$ cat src/rtl/vram_arbiter_if.sv
// vram_arbiter_if: client/RAM signal bundle for the framebuffer arbiter
//   slave  modport : arbiter side (vram_arbiter)
//   master modport : environment side (VGA reader, CPU, clear trigger, RAM)
//   vga_*  : VGA read strobe, address, captured data
//   cpu_*  : CPU req/ack access (we, addr, wdata, rdata)
//   clr_*  : clear-screen start pulse and busy flag
//   mem_*  : single RAM port (addr, we, wdata, synchronous rdata)
interface vram_arbiter_if;
    logic        vga_req;
    logic [11:0] vga_addr;
    logic [7:0]  vga_data;
    logic        cpu_req;
    logic        cpu_we;
    logic [11:0] cpu_addr;
    logic [7:0]  cpu_wdata;
    logic        cpu_ack;
    logic [7:0]  cpu_rdata;
    logic        clr_start;
    logic        clr_busy;
    logic [11:0] mem_addr;
    logic        mem_we;
    logic [7:0]  mem_wdata;
    logic [7:0]  mem_rdata;
    modport slave (
        input  vga_req, vga_addr, cpu_req, cpu_we, cpu_addr, cpu_wdata, clr_start, mem_rdata,
        output vga_data, cpu_ack, cpu_rdata, clr_busy, mem_addr, mem_we, mem_wdata
    );
    modport master (
        output vga_req, vga_addr, cpu_req, cpu_we, cpu_addr, cpu_wdata, clr_start, mem_rdata,
        input  vga_data, cpu_ack, cpu_rdata, clr_busy, mem_addr, mem_we, mem_wdata
    );
endinterface

$ cat src/rtl/vram_arbiter.sv
// vram_arbiter: single-port framebuffer RAM arbiter, grant priority VGA > clear > CPU
//   clk : system clock (posedge)
//   rst : asynchronous active-high reset
//   bus : vram_arbiter_if.slave -- VGA read strobe/data, CPU req/ack access,
//         clear-screen start/busy, RAM address/write enable/write data/read data
//   VRAM_CLEAR_EN : define to compile in the clear-screen sequencer
module vram_arbiter #(
    parameter logic [11:0] FB_BASE  = 12'hF00,
    parameter int          FB_BYTES = 256
) (
    input  logic          clk,
    input  logic          rst,
    vram_arbiter_if.slave bus
);
    typedef enum logic [1:0] {CPU_IDLE, CPU_RD_WAIT, CPU_ACK} cpu_state_t;
    cpu_state_t  r_cpu_state, w_cpu_next;
    logic        r_vga_pend;
    logic [7:0]  r_vga_data, r_cpu_rdata;
    logic        w_clr_busy, w_clr_gnt, w_cpu_gnt;
    logic [11:0] w_clr_addr;
`ifdef VRAM_CLEAR_EN
    typedef enum logic {CLR_IDLE, CLR_RUN} clr_state_t;
    localparam logic [7:0] CLR_LAST = 8'(FB_BYTES - 1);
    clr_state_t  r_clr_state, w_clr_next;
    logic [7:0]  r_clr_cnt, w_clr_cnt_next;
    logic        w_clr_done;
    assign w_clr_busy = r_clr_state == CLR_RUN;
    assign w_clr_addr = FB_BASE + {4'd0, r_clr_cnt};
    assign w_clr_done = w_clr_gnt && r_clr_cnt == CLR_LAST;
    always_comb begin
        w_clr_next     = r_clr_state == CLR_IDLE ? (bus.clr_start ? CLR_RUN : CLR_IDLE)
                                                 : (w_clr_done ? CLR_IDLE : CLR_RUN);
        w_clr_cnt_next = w_clr_done ? 8'd0 : w_clr_gnt ? r_clr_cnt + 8'd1 : r_clr_cnt;
    end
    always_ff @(posedge clk or posedge rst) begin
        if (rst) begin
            r_clr_state <= CLR_IDLE;
            r_clr_cnt   <= 8'd0;
        end else begin
            r_clr_state <= w_clr_next;
            r_clr_cnt   <= w_clr_cnt_next;
        end
    end
`else
    logic w_unused;
    assign w_clr_busy = 1'b0;
    assign w_clr_addr = 12'h000;
    assign w_unused   = &{1'b0, bus.clr_start, FB_BASE, 12'(FB_BYTES)};
`endif
    assign w_clr_gnt = w_clr_busy && !bus.vga_req;
    // IDLE implies cpu_ack is low, so the ack cycle never re-grants a held request
    assign w_cpu_gnt = bus.cpu_req && !bus.vga_req && !w_clr_busy && r_cpu_state == CPU_IDLE;
    always_comb begin
        bus.mem_addr  = bus.vga_req ? bus.vga_addr : w_clr_gnt ? w_clr_addr : w_cpu_gnt ? bus.cpu_addr : 12'h000;
        bus.mem_we    = w_clr_gnt || (w_cpu_gnt && bus.cpu_we);
        bus.mem_wdata = w_cpu_gnt ? bus.cpu_wdata : 8'h00;
    end
    always_comb begin
        w_cpu_next = r_cpu_state == CPU_IDLE    ? (w_cpu_gnt ? (bus.cpu_we ? CPU_ACK : CPU_RD_WAIT) : CPU_IDLE)
                   : r_cpu_state == CPU_RD_WAIT ? CPU_ACK : CPU_IDLE;
    end
    // Read data arrives one cycle after the address; each reader captures in its own
    // follow-up cycle, so a VGA grant during CPU RD_WAIT does not disturb the CPU read.
    always_ff @(posedge clk or posedge rst) begin
        if (rst) begin
            r_cpu_state <= CPU_IDLE;
            r_vga_pend  <= 1'b0;
            r_vga_data  <= 8'h00;
            r_cpu_rdata <= 8'h00;
        end else begin
            r_cpu_state <= w_cpu_next;
            r_vga_pend  <= bus.vga_req;
            if (r_vga_pend) r_vga_data <= bus.mem_rdata;
            if (r_cpu_state == CPU_RD_WAIT) r_cpu_rdata <= bus.mem_rdata;
        end
    end
    assign bus.vga_data  = r_vga_data;
    assign bus.cpu_rdata = r_cpu_rdata;
    assign bus.cpu_ack   = r_cpu_state == CPU_ACK;
    assign bus.clr_busy  = w_clr_busy;
endmodule

$ cat src/flat_wrapper.sv
// flat-port wrapper written by rule: the top's interface ports become plain ports
module vram_arbiter_flat 
#(
    parameter logic [11:0] FB_BASE  = 12'hF00,
    parameter int          FB_BYTES = 256
)
  (clk, rst, bus_vga_req, bus_vga_addr, bus_cpu_req, bus_cpu_we, bus_cpu_addr, bus_cpu_wdata, bus_clr_start, bus_mem_rdata, bus_vga_data, bus_cpu_ack, bus_cpu_rdata, bus_clr_busy, bus_mem_addr, bus_mem_we, bus_mem_wdata);
  vram_arbiter_if bus_i ();
  input  logic clk;
  input  logic rst;
  input wire logic [$bits(bus_i.vga_req)-1:0] bus_vga_req;
  input wire logic [$bits(bus_i.vga_addr)-1:0] bus_vga_addr;
  input wire logic [$bits(bus_i.cpu_req)-1:0] bus_cpu_req;
  input wire logic [$bits(bus_i.cpu_we)-1:0] bus_cpu_we;
  input wire logic [$bits(bus_i.cpu_addr)-1:0] bus_cpu_addr;
  input wire logic [$bits(bus_i.cpu_wdata)-1:0] bus_cpu_wdata;
  input wire logic [$bits(bus_i.clr_start)-1:0] bus_clr_start;
  input wire logic [$bits(bus_i.mem_rdata)-1:0] bus_mem_rdata;
  output wire logic [$bits(bus_i.vga_data)-1:0] bus_vga_data;
  output wire logic [$bits(bus_i.cpu_ack)-1:0] bus_cpu_ack;
  output wire logic [$bits(bus_i.cpu_rdata)-1:0] bus_cpu_rdata;
  output wire logic [$bits(bus_i.clr_busy)-1:0] bus_clr_busy;
  output wire logic [$bits(bus_i.mem_addr)-1:0] bus_mem_addr;
  output wire logic [$bits(bus_i.mem_we)-1:0] bus_mem_we;
  output wire logic [$bits(bus_i.mem_wdata)-1:0] bus_mem_wdata;
  assign bus_i.vga_req = bus_vga_req;
  assign bus_i.vga_addr = bus_vga_addr;
  assign bus_i.cpu_req = bus_cpu_req;
  assign bus_i.cpu_we = bus_cpu_we;
  assign bus_i.cpu_addr = bus_cpu_addr;
  assign bus_i.cpu_wdata = bus_cpu_wdata;
  assign bus_i.clr_start = bus_clr_start;
  assign bus_i.mem_rdata = bus_mem_rdata;
  assign bus_vga_data = bus_i.vga_data;
  assign bus_cpu_ack = bus_i.cpu_ack;
  assign bus_cpu_rdata = bus_i.cpu_rdata;
  assign bus_clr_busy = bus_i.clr_busy;
  assign bus_mem_addr = bus_i.mem_addr;
  assign bus_mem_we = bus_i.mem_we;
  assign bus_mem_wdata = bus_i.mem_wdata;
  vram_arbiter #(.FB_BASE(FB_BASE), .FB_BYTES(FB_BYTES)) u_core (.clk(clk), .rst(rst), .bus(bus_i));
endmodule
$ cat config.mk
export PLATFORM = sky130hd
export DESIGN_NAME = vram_arbiter_flat
export DESIGN_NICKNAME = d
export VERILOG_FILES = /design/src/rtl/vram_arbiter_if.sv /design/src/rtl/vram_arbiter.sv /design/src/flat_wrapper.sv
export SDC_FILE = /design/constraint.sdc
export NUM_CORES = 1
export LEC_CHECK = 0
export ABC_AREA = 0
export CAP_MARGIN = 20
export CORE_ASPECT_RATIO = 0.8
export CORE_UTILIZATION = 35
export DETAILED_ROUTE_END_ITERATION = 8
export HOLD_SLACK_MARGIN = 0.12
export PLACE_DENSITY = 0.85
export SYNTH_ARGS = -nofsm -noshare
export SYNTH_HDL_FRONTEND = slang
export SYNTH_SLANG_ARGS = --single-unit
export TNS_END_PERCENT = 1
$ cat constraint.sdc
create_clock -name clk -period 2.8 [get_ports clk]
set_input_delay 0.56 -clock clk [delete_from_list [all_inputs] [get_ports clk]]
set_output_delay 0.56 -clock clk [all_outputs]
set_load 0.02 [all_outputs]
## After elaboration in Yosys (flattened, before gate mapping)

Index checks and enable logic that the tools add are counted.

| word-level totals | value |
|---|---|
| flip-flop bits (word level) | 19 |
| latch bits | 0 |
| memory bits (writable) | 0 |
| ROM bits | 0 |
| input bits | 46 |
| output and inout port bits | 39 |
| word-level logic and storage cells | 18 |
| memories kept | 0 |

| cells by class | value |
|---|---|
| add/subtract/negate cells | 0 |
| multipliers | 0 |
| divide/modulo/power cells | 0 |
| magnitude comparators | 0 |
| equality and inequality tests | 2 |
| shift operators | 0 |
| mux-type cells | 7 |
| bitwise logic cells | 0 |
| reductions and logical operators | 5 |

Operator list:

| kind | number |
|---|---|
| 2-to-1 mux 12 bit | 2 |
| 2-to-1 mux 2 bit | 4 |
| 2-to-1 mux 8 bit | 1 |
| logical AND 1 bit | 3 |
| equality test 2 x 1 -> 1 bit, second input constant | 1 |
| equality test 2 bit, second input constant | 1 |
| zero test 2 bit | 1 |
| zero test 1 bit | 1 |

## Depth between registers and ports, before layout

| depth | value |
|---|---|
| depth in word-level cells | 5 |
| depth in mapped cells | 3 |
| gate-level depth less buffers | 2 |

## Least setup slack after synthesis

No wires, ideal clock.

| timing path | value |
|---|---|
| path type | in2out |
| from | in bus_vga_req |
| to | out bus_mem_wdata[0] |
| arrival | 1.205 ns |
| required time | 2.240 ns |
| path slack | 1.035 ns |
| stages | 2 |
| cells stage by stage | nor4b_4 > and2_1 |

| between the ends | value |
|---|---|
| cells in the longest elaborated chain, start to end | 4 |

Ends and longest elaborated chain:

| what | RTL line | RTL |
|---|---|---|
| start: declaration | flat_wrapper.sv:11 | `input wire logic [$bits(bus_i.vga_req)-1:0] bus_vga_req;` |
| zero test 1 bit | - |  |
| logical AND 1 bit (2 in a row) | vram_arbiter.sv:52 | `assign w_cpu_gnt = bus.cpu_req && !bus.vga_req && !w_clr_busy && r_cpu_state == CPU_IDLE;` |
| 2-to-1 mux 8 bit | vram_arbiter.sv:56 | `bus.mem_wdata = w_cpu_gnt ? bus.cpu_wdata : 8'h00;` |
| end: declaration | flat_wrapper.sv:25 | `output wire logic [$bits(bus_i.mem_wdata)-1:0] bus_mem_wdata;` |

No other way between the ends.

## Worst setup path in the final report

| timing path | value |
|---|---|
| from | in bus_vga_req |
| to | out bus_mem_addr[7] |

| between the ends | value |
|---|---|
| cells in the longest elaborated chain, start to end | 5 |

Ends and longest elaborated chain:

| what | RTL line | RTL |
|---|---|---|
| zero test 1 bit | - |  |
| logical AND 1 bit (2 in a row) | vram_arbiter.sv:52 |  |
| 2-to-1 mux 12 bit | vram_arbiter.sv:54 | `bus.mem_addr = bus.vga_req ? bus.vga_addr : w_clr_gnt ? w_clr_addr : w_cpu_gnt ? bus.cpu_addr : 12'h000;` |
| 2-to-1 mux 12 bit (*) | vram_arbiter.sv:54 |  |
| end: declaration | flat_wrapper.sv:23 | `output wire logic [$bits(bus_i.mem_addr)-1:0] bus_mem_addr;` |

Mark *: on every way between the ends. The rest lies on a longest branch, timed or not.

==> impl_metrics.prom <==
# TYPE chip_impl_metric gauge
chip_impl_metric{name="synth.yosys.warnings",unit=""} 0
chip_impl_metric{name="worstPathArrival",unit="ns"} 2.06
chip_impl_metric{name="fp-row-count",unit=""} 17
chip_impl_metric{name="die_h",unit="um"} 51.13
chip_impl_metric{name="cts_buffer_depth",unit=""} 2
chip_impl_info{name="holdCritStartpoint",value="u_core.bus.cpu_rdata[7]"} 1
chip_impl_metric{name="internal-power",unit="uW"} 645.8
chip_impl_metric{name="clock_latency",unit="ns"} 0.25
chip_impl_metric{name="comb_power_share",unit="%"} 41.7
chip_impl_metric{name="clkPwrFrac",unit="%"} 19.9
chip_impl_metric{name="cellPowerDensity",unit="mW/mm^2"} 468.1
chip_impl_metric{name="synth_nets",unit=""} 130
chip_impl_metric{name="grt_first_pass_wirelength",unit="um"} 4450
chip_impl_metric{name="vias",unit=""} 979
chip_impl_metric{name="drv_cap",unit=""} 0
chip_impl_info{name="rsz_0062_raised_after_global_routing",value="false"} 1
chip_impl_metric{name="synthArstFlopShare",unit="%"} 100.0
chip_impl_metric{name="cts_hold_buf",unit=""} 0
chip_impl_metric{name="largest_net_degree_at_the_start_of_global_routing",unit=""} 20
chip_impl_info{name="ys_top_cells_by_area",value="sky130_fd_sc_hd__dfrtp_1 (45%), sky130_fd_sc_hd__mux2_4 (11%), sky130_fd_sc_hd__a22o_1 (10%)"} 1
chip_impl_metric{name="synth_largest_type_area_fraction",unit="%"} 45.02
chip_impl_metric{name="swShare",unit="%"} 29.40
chip_impl_metric{name="antenna-diode-count",unit=""} 0
chip_impl_metric{name="grt_pass1_vias",unit=""} 993
chip_impl_metric{name="final_antenna_net_count",unit=""} 0
chip_impl_metric{name="placement.io_buffers",unit=""} 82
chip_impl_metric{name="routedWlPerCell",unit="um"} 13.11
chip_impl_info{name="crit_type",value="in -> out"} 1
chip_impl_metric{name="synth.distinct_cells",unit=""} 18
chip_impl_metric{name="cts_post_setup_buffers_inserted",unit=""} 0
chip_impl_info{name="synth.top_cells.by_count",value="sky130_fd_sc_hd__dfrtp_1 (19), sky130_fd_sc_hd__a22o_1 (12), sky130_fd_sc_hd__nor2b_1 (11)"} 1
chip_impl_metric{name="gp_routability_congestion",unit=""} 0.7225
chip_impl_metric{name="track_usage",unit="%"} 17.64
chip_impl_metric{name="clk_transition_reported_paths",unit="ns"} 0.07
chip_impl_metric{name="critical_path.max_fanout",unit=""} 10
chip_impl_metric{name="syn_inst",unit=""} 84
chip_impl_metric{name="clock_skew",unit="ns"} 0.0007354
chip_impl_metric{name="synth.ff_latch_count",unit=""} 19
chip_impl_metric{name="p_seq_share",unit="%"} 38.4
chip_impl_metric{name="placeableCoreArea",unit="mm^2"} 0.002808
chip_impl_info{name="ctsRootBufferMaster",value="sky130_fd_sc_hd__clkbuf_8"} 1
chip_impl_metric{name="timing.max_slew.rel_slack",unit="%"} 54.65
chip_impl_metric{name="final_hold_viol_count",unit=""} 0
chip_impl_info{name="outcome",value="completed"} 1
chip_impl_metric{name="detailed_place_hpwl",unit="um"} 2259
chip_impl_metric{name="period_share",unit="%"} 93.51
chip_impl_info{name="synth_top_cell_by_area",value="sky130_fd_sc_hd__dfrtp_1"} 1
chip_impl_info{name="synth-main-ff-cell",value="sky130_fd_sc_hd__dfrtp_1"} 1
chip_impl_info{name="regToRegEndpoint",value="u_core.bus.cpu_rdata[3]"} 1
chip_impl_info{name="crit_path_start_kind",value="input pin"} 1
chip_impl_metric{name="min_delay_path_depth",unit=""} 1
chip_impl_metric{name="drc",unit=""} 0
chip_impl_metric{name="postSynthAreaPerCell",unit="um^2"} 12.57
chip_impl_metric{name="post_route_hold_slack",unit="ns"} 0.5117
chip_impl_metric{name="setup_viol",unit=""} 0
chip_impl_metric{name="worst_ir_drop_vdd",unit="mV"} 0.2467
chip_impl_info{name="regToRegStartpoint",value="u_core.r_cpu_state[1]"} 1
chip_impl_metric{name="sequential_share_of_the_synthesized_area",unit="%"} 45.02
chip_impl_metric{name="dieWidth",unit="um"} 63.41
chip_impl_info{name="hold-path-endpoint",value="u_core.bus.cpu_rdata[7]"} 1
chip_impl_metric{name="cp_data_required_time",unit="ns"} 2.24
chip_impl_metric{name="area_delta_synth_final",unit="%"} 85.07
chip_impl_metric{name="length_of_the_first_detailed_routing_pass_in_iterations",unit=""} 2
chip_impl_info{name="yosys.cell_count.top_type",value="sky130_fd_sc_hd__dfrtp_1"} 1
chip_impl_metric{name="regToRegSetupSlack",unit="ns"} 1.39
chip_impl_metric{name="finalWorstSetupSlack",unit="ns"} 0.1818
chip_impl_metric{name="drive_gt1_share",unit="%"} 17.54
chip_impl_metric{name="die_area",unit="mm^2"} 0.003242
chip_impl_metric{name="initial_utilization",unit="%"} 37.61
chip_impl_metric{name="tightestPinTransition",unit="ns"} 0.6795
chip_impl_metric{name="mapped_cell_area",unit="mm^2"} 0.001056
chip_impl_metric{name="first_iter_violations",unit=""} 6
chip_impl_info{name="tritoncts",value="yes"} 1
chip_impl_metric{name="num-nets-final",unit=""} 218
chip_impl_metric{name="fill_cells",unit=""} 214
chip_impl_metric{name="worst_r2r_path_depth",unit=""} 2
chip_impl_metric{name="boundaryPins",unit=""} 85
chip_impl_metric{name="synth_enable_flop_cells",unit=""} 0
chip_impl_metric{name="detailedPlace.worstSlack",unit="ns"} -0.09695
chip_impl_metric{name="htreeDepth",unit=""} 1
chip_impl_metric{name="total_leakage_power",unit="uW"} 0.0009316
chip_impl_metric{name="report.final.slew_viol_count",unit=""} 0
chip_impl_metric{name="grt_antenna_before_repair",unit=""} 0
chip_impl_metric{name="layout.core_utilization",unit="%"} 69.61
chip_impl_metric{name="residual_overflow_from_global_routing",unit=""} 0
chip_impl_metric{name="max_freq",unit="GHz"} 0.3819
chip_impl_metric{name="min_period",unit="ns"} 2.618
chip_impl_metric{name="tritoncts.num_buffers",unit=""} 3
chip_impl_metric{name="switching_power",unit="uW"} 269.0
chip_impl_metric{name="post_detailed_route_via_to_cell_ratio",unit=""} 4.684
chip_impl_info{name="holdCritPathClass",value="reg -> reg"} 1
chip_impl_metric{name="routed_wl",unit="um"} 2741
chip_impl_metric{name="cts.sink_count",unit=""} 19
chip_impl_info{name="timing.critical_path.to_type",value="primary output"} 1
==> how the worst max path moves through the flow <==
stage                     start                to  cells past startpoint
floorplan           bus_vga_req  bus_mem_wdata[0]                      2
global placement    bus_vga_req   bus_mem_addr[6]                      6
detailed placement  bus_vga_req   bus_mem_addr[8]                      6
CTS                 bus_vga_req   bus_mem_addr[2]                      5
global route        bus_vga_req   bus_mem_addr[7]                      6
finish              bus_vga_req   bus_mem_addr[7]                      6
==> final cells by class <==
class,instances,area (um^2),share of cell area (%)
clock buffer,3,41.29,2.113
clock inverter,1,5.005,0.2561
inverter,2,7.507,0.3841
multi-input combinational,57,523.0,26.76
sequential,19,475.5,24.33
tap,38,47.55,2.433
timing repair buffer,89,854.6,43.73
==> metal layers <==
metal	vias to the layer above	global-route usage, %	share of wire [%]
li1	460	-	-
met1	461	19.02	38
met2	58	34.40	52
met3	0	5.580	10
met4	0	2.273	0
met5	-	0	0
==> timing repair <==
action / in CTS / in global routing
resized for setup: 19 / 2
endpoints found under the hold margin: 0 / 0
setup endpoints to repair: 19 / 2
==> power groups by stage <==
stage	clock network, uW	registers (uW)	logic, uW
after detailed placement	0	357	396
after global placement	0	352	392
after global routing	199	356	405
after CTS	190	351	386
final	182	351	382
after floorplan	0	404	138
==> kinds of logic (layout without fill, tap and decap cells) <==
kind of cell	Yosys count	after routing	share of synthesized area, %
AO/OA/AOI/OAI	13	13	10.43
flip-flops	19	19	45.02
multiplexers	16	16	19.91
AND/OR/NAND/NOR	27	27	18.84
buffers and inverters	8	95	5.450
other	1	1	0.3551
==> registers in the layout (all words and copies together) (netlist names) <==
signal	count
u_core.bus.cpu_rdata	8
u_core.r_cpu_state	2
u_core.r_vga_pend	1
u_core.bus.vga_data	8
==> critical path: stages <==
cell                              delay (ns)
sky130_fd_sc_hd__clkdlybuf4s50_1        0.58
sky130_fd_sc_hd__buf_4                  0.21
sky130_fd_sc_hd__buf_4                  0.15
sky130_fd_sc_hd__nor2b_1                0.05
sky130_fd_sc_hd__a22o_1                 0.19
sky130_fd_sc_hd__dlygate4sd2_1          0.32
==> cell usage in the layout, fill, tap and decap left out, drive strengths merged, types with 2 or more instances in the layout <==
cell type      instances
a22o                  12
and2                   9
and2b                  3
buf                    7
clkbuf                 3
clkdlybuf4s50         61
dfrtp                 19
dlygate4sd2           19
dlymetal6s2s           2
inv                    2
mux2                  16
nor2b                 11
==> per-stage QoR <==
stage / std cells / total power, uW / instance area [um^2] / TNS [ns]
after floorplan: 84 / 542.4 / 1056 / 0
after global placement: 205 / 744.3 / 1927 / -0.1908
after detailed placement: 205 / 753.2 / 1927 / -0.9516
after CTS: 209 / 927.1 / 1949 / 0
after global routing: 209 / 960.4 / 1954 / 0
final: 209 / 914.8 / 1954 / 0
Power figures use the tool's default switching activity.
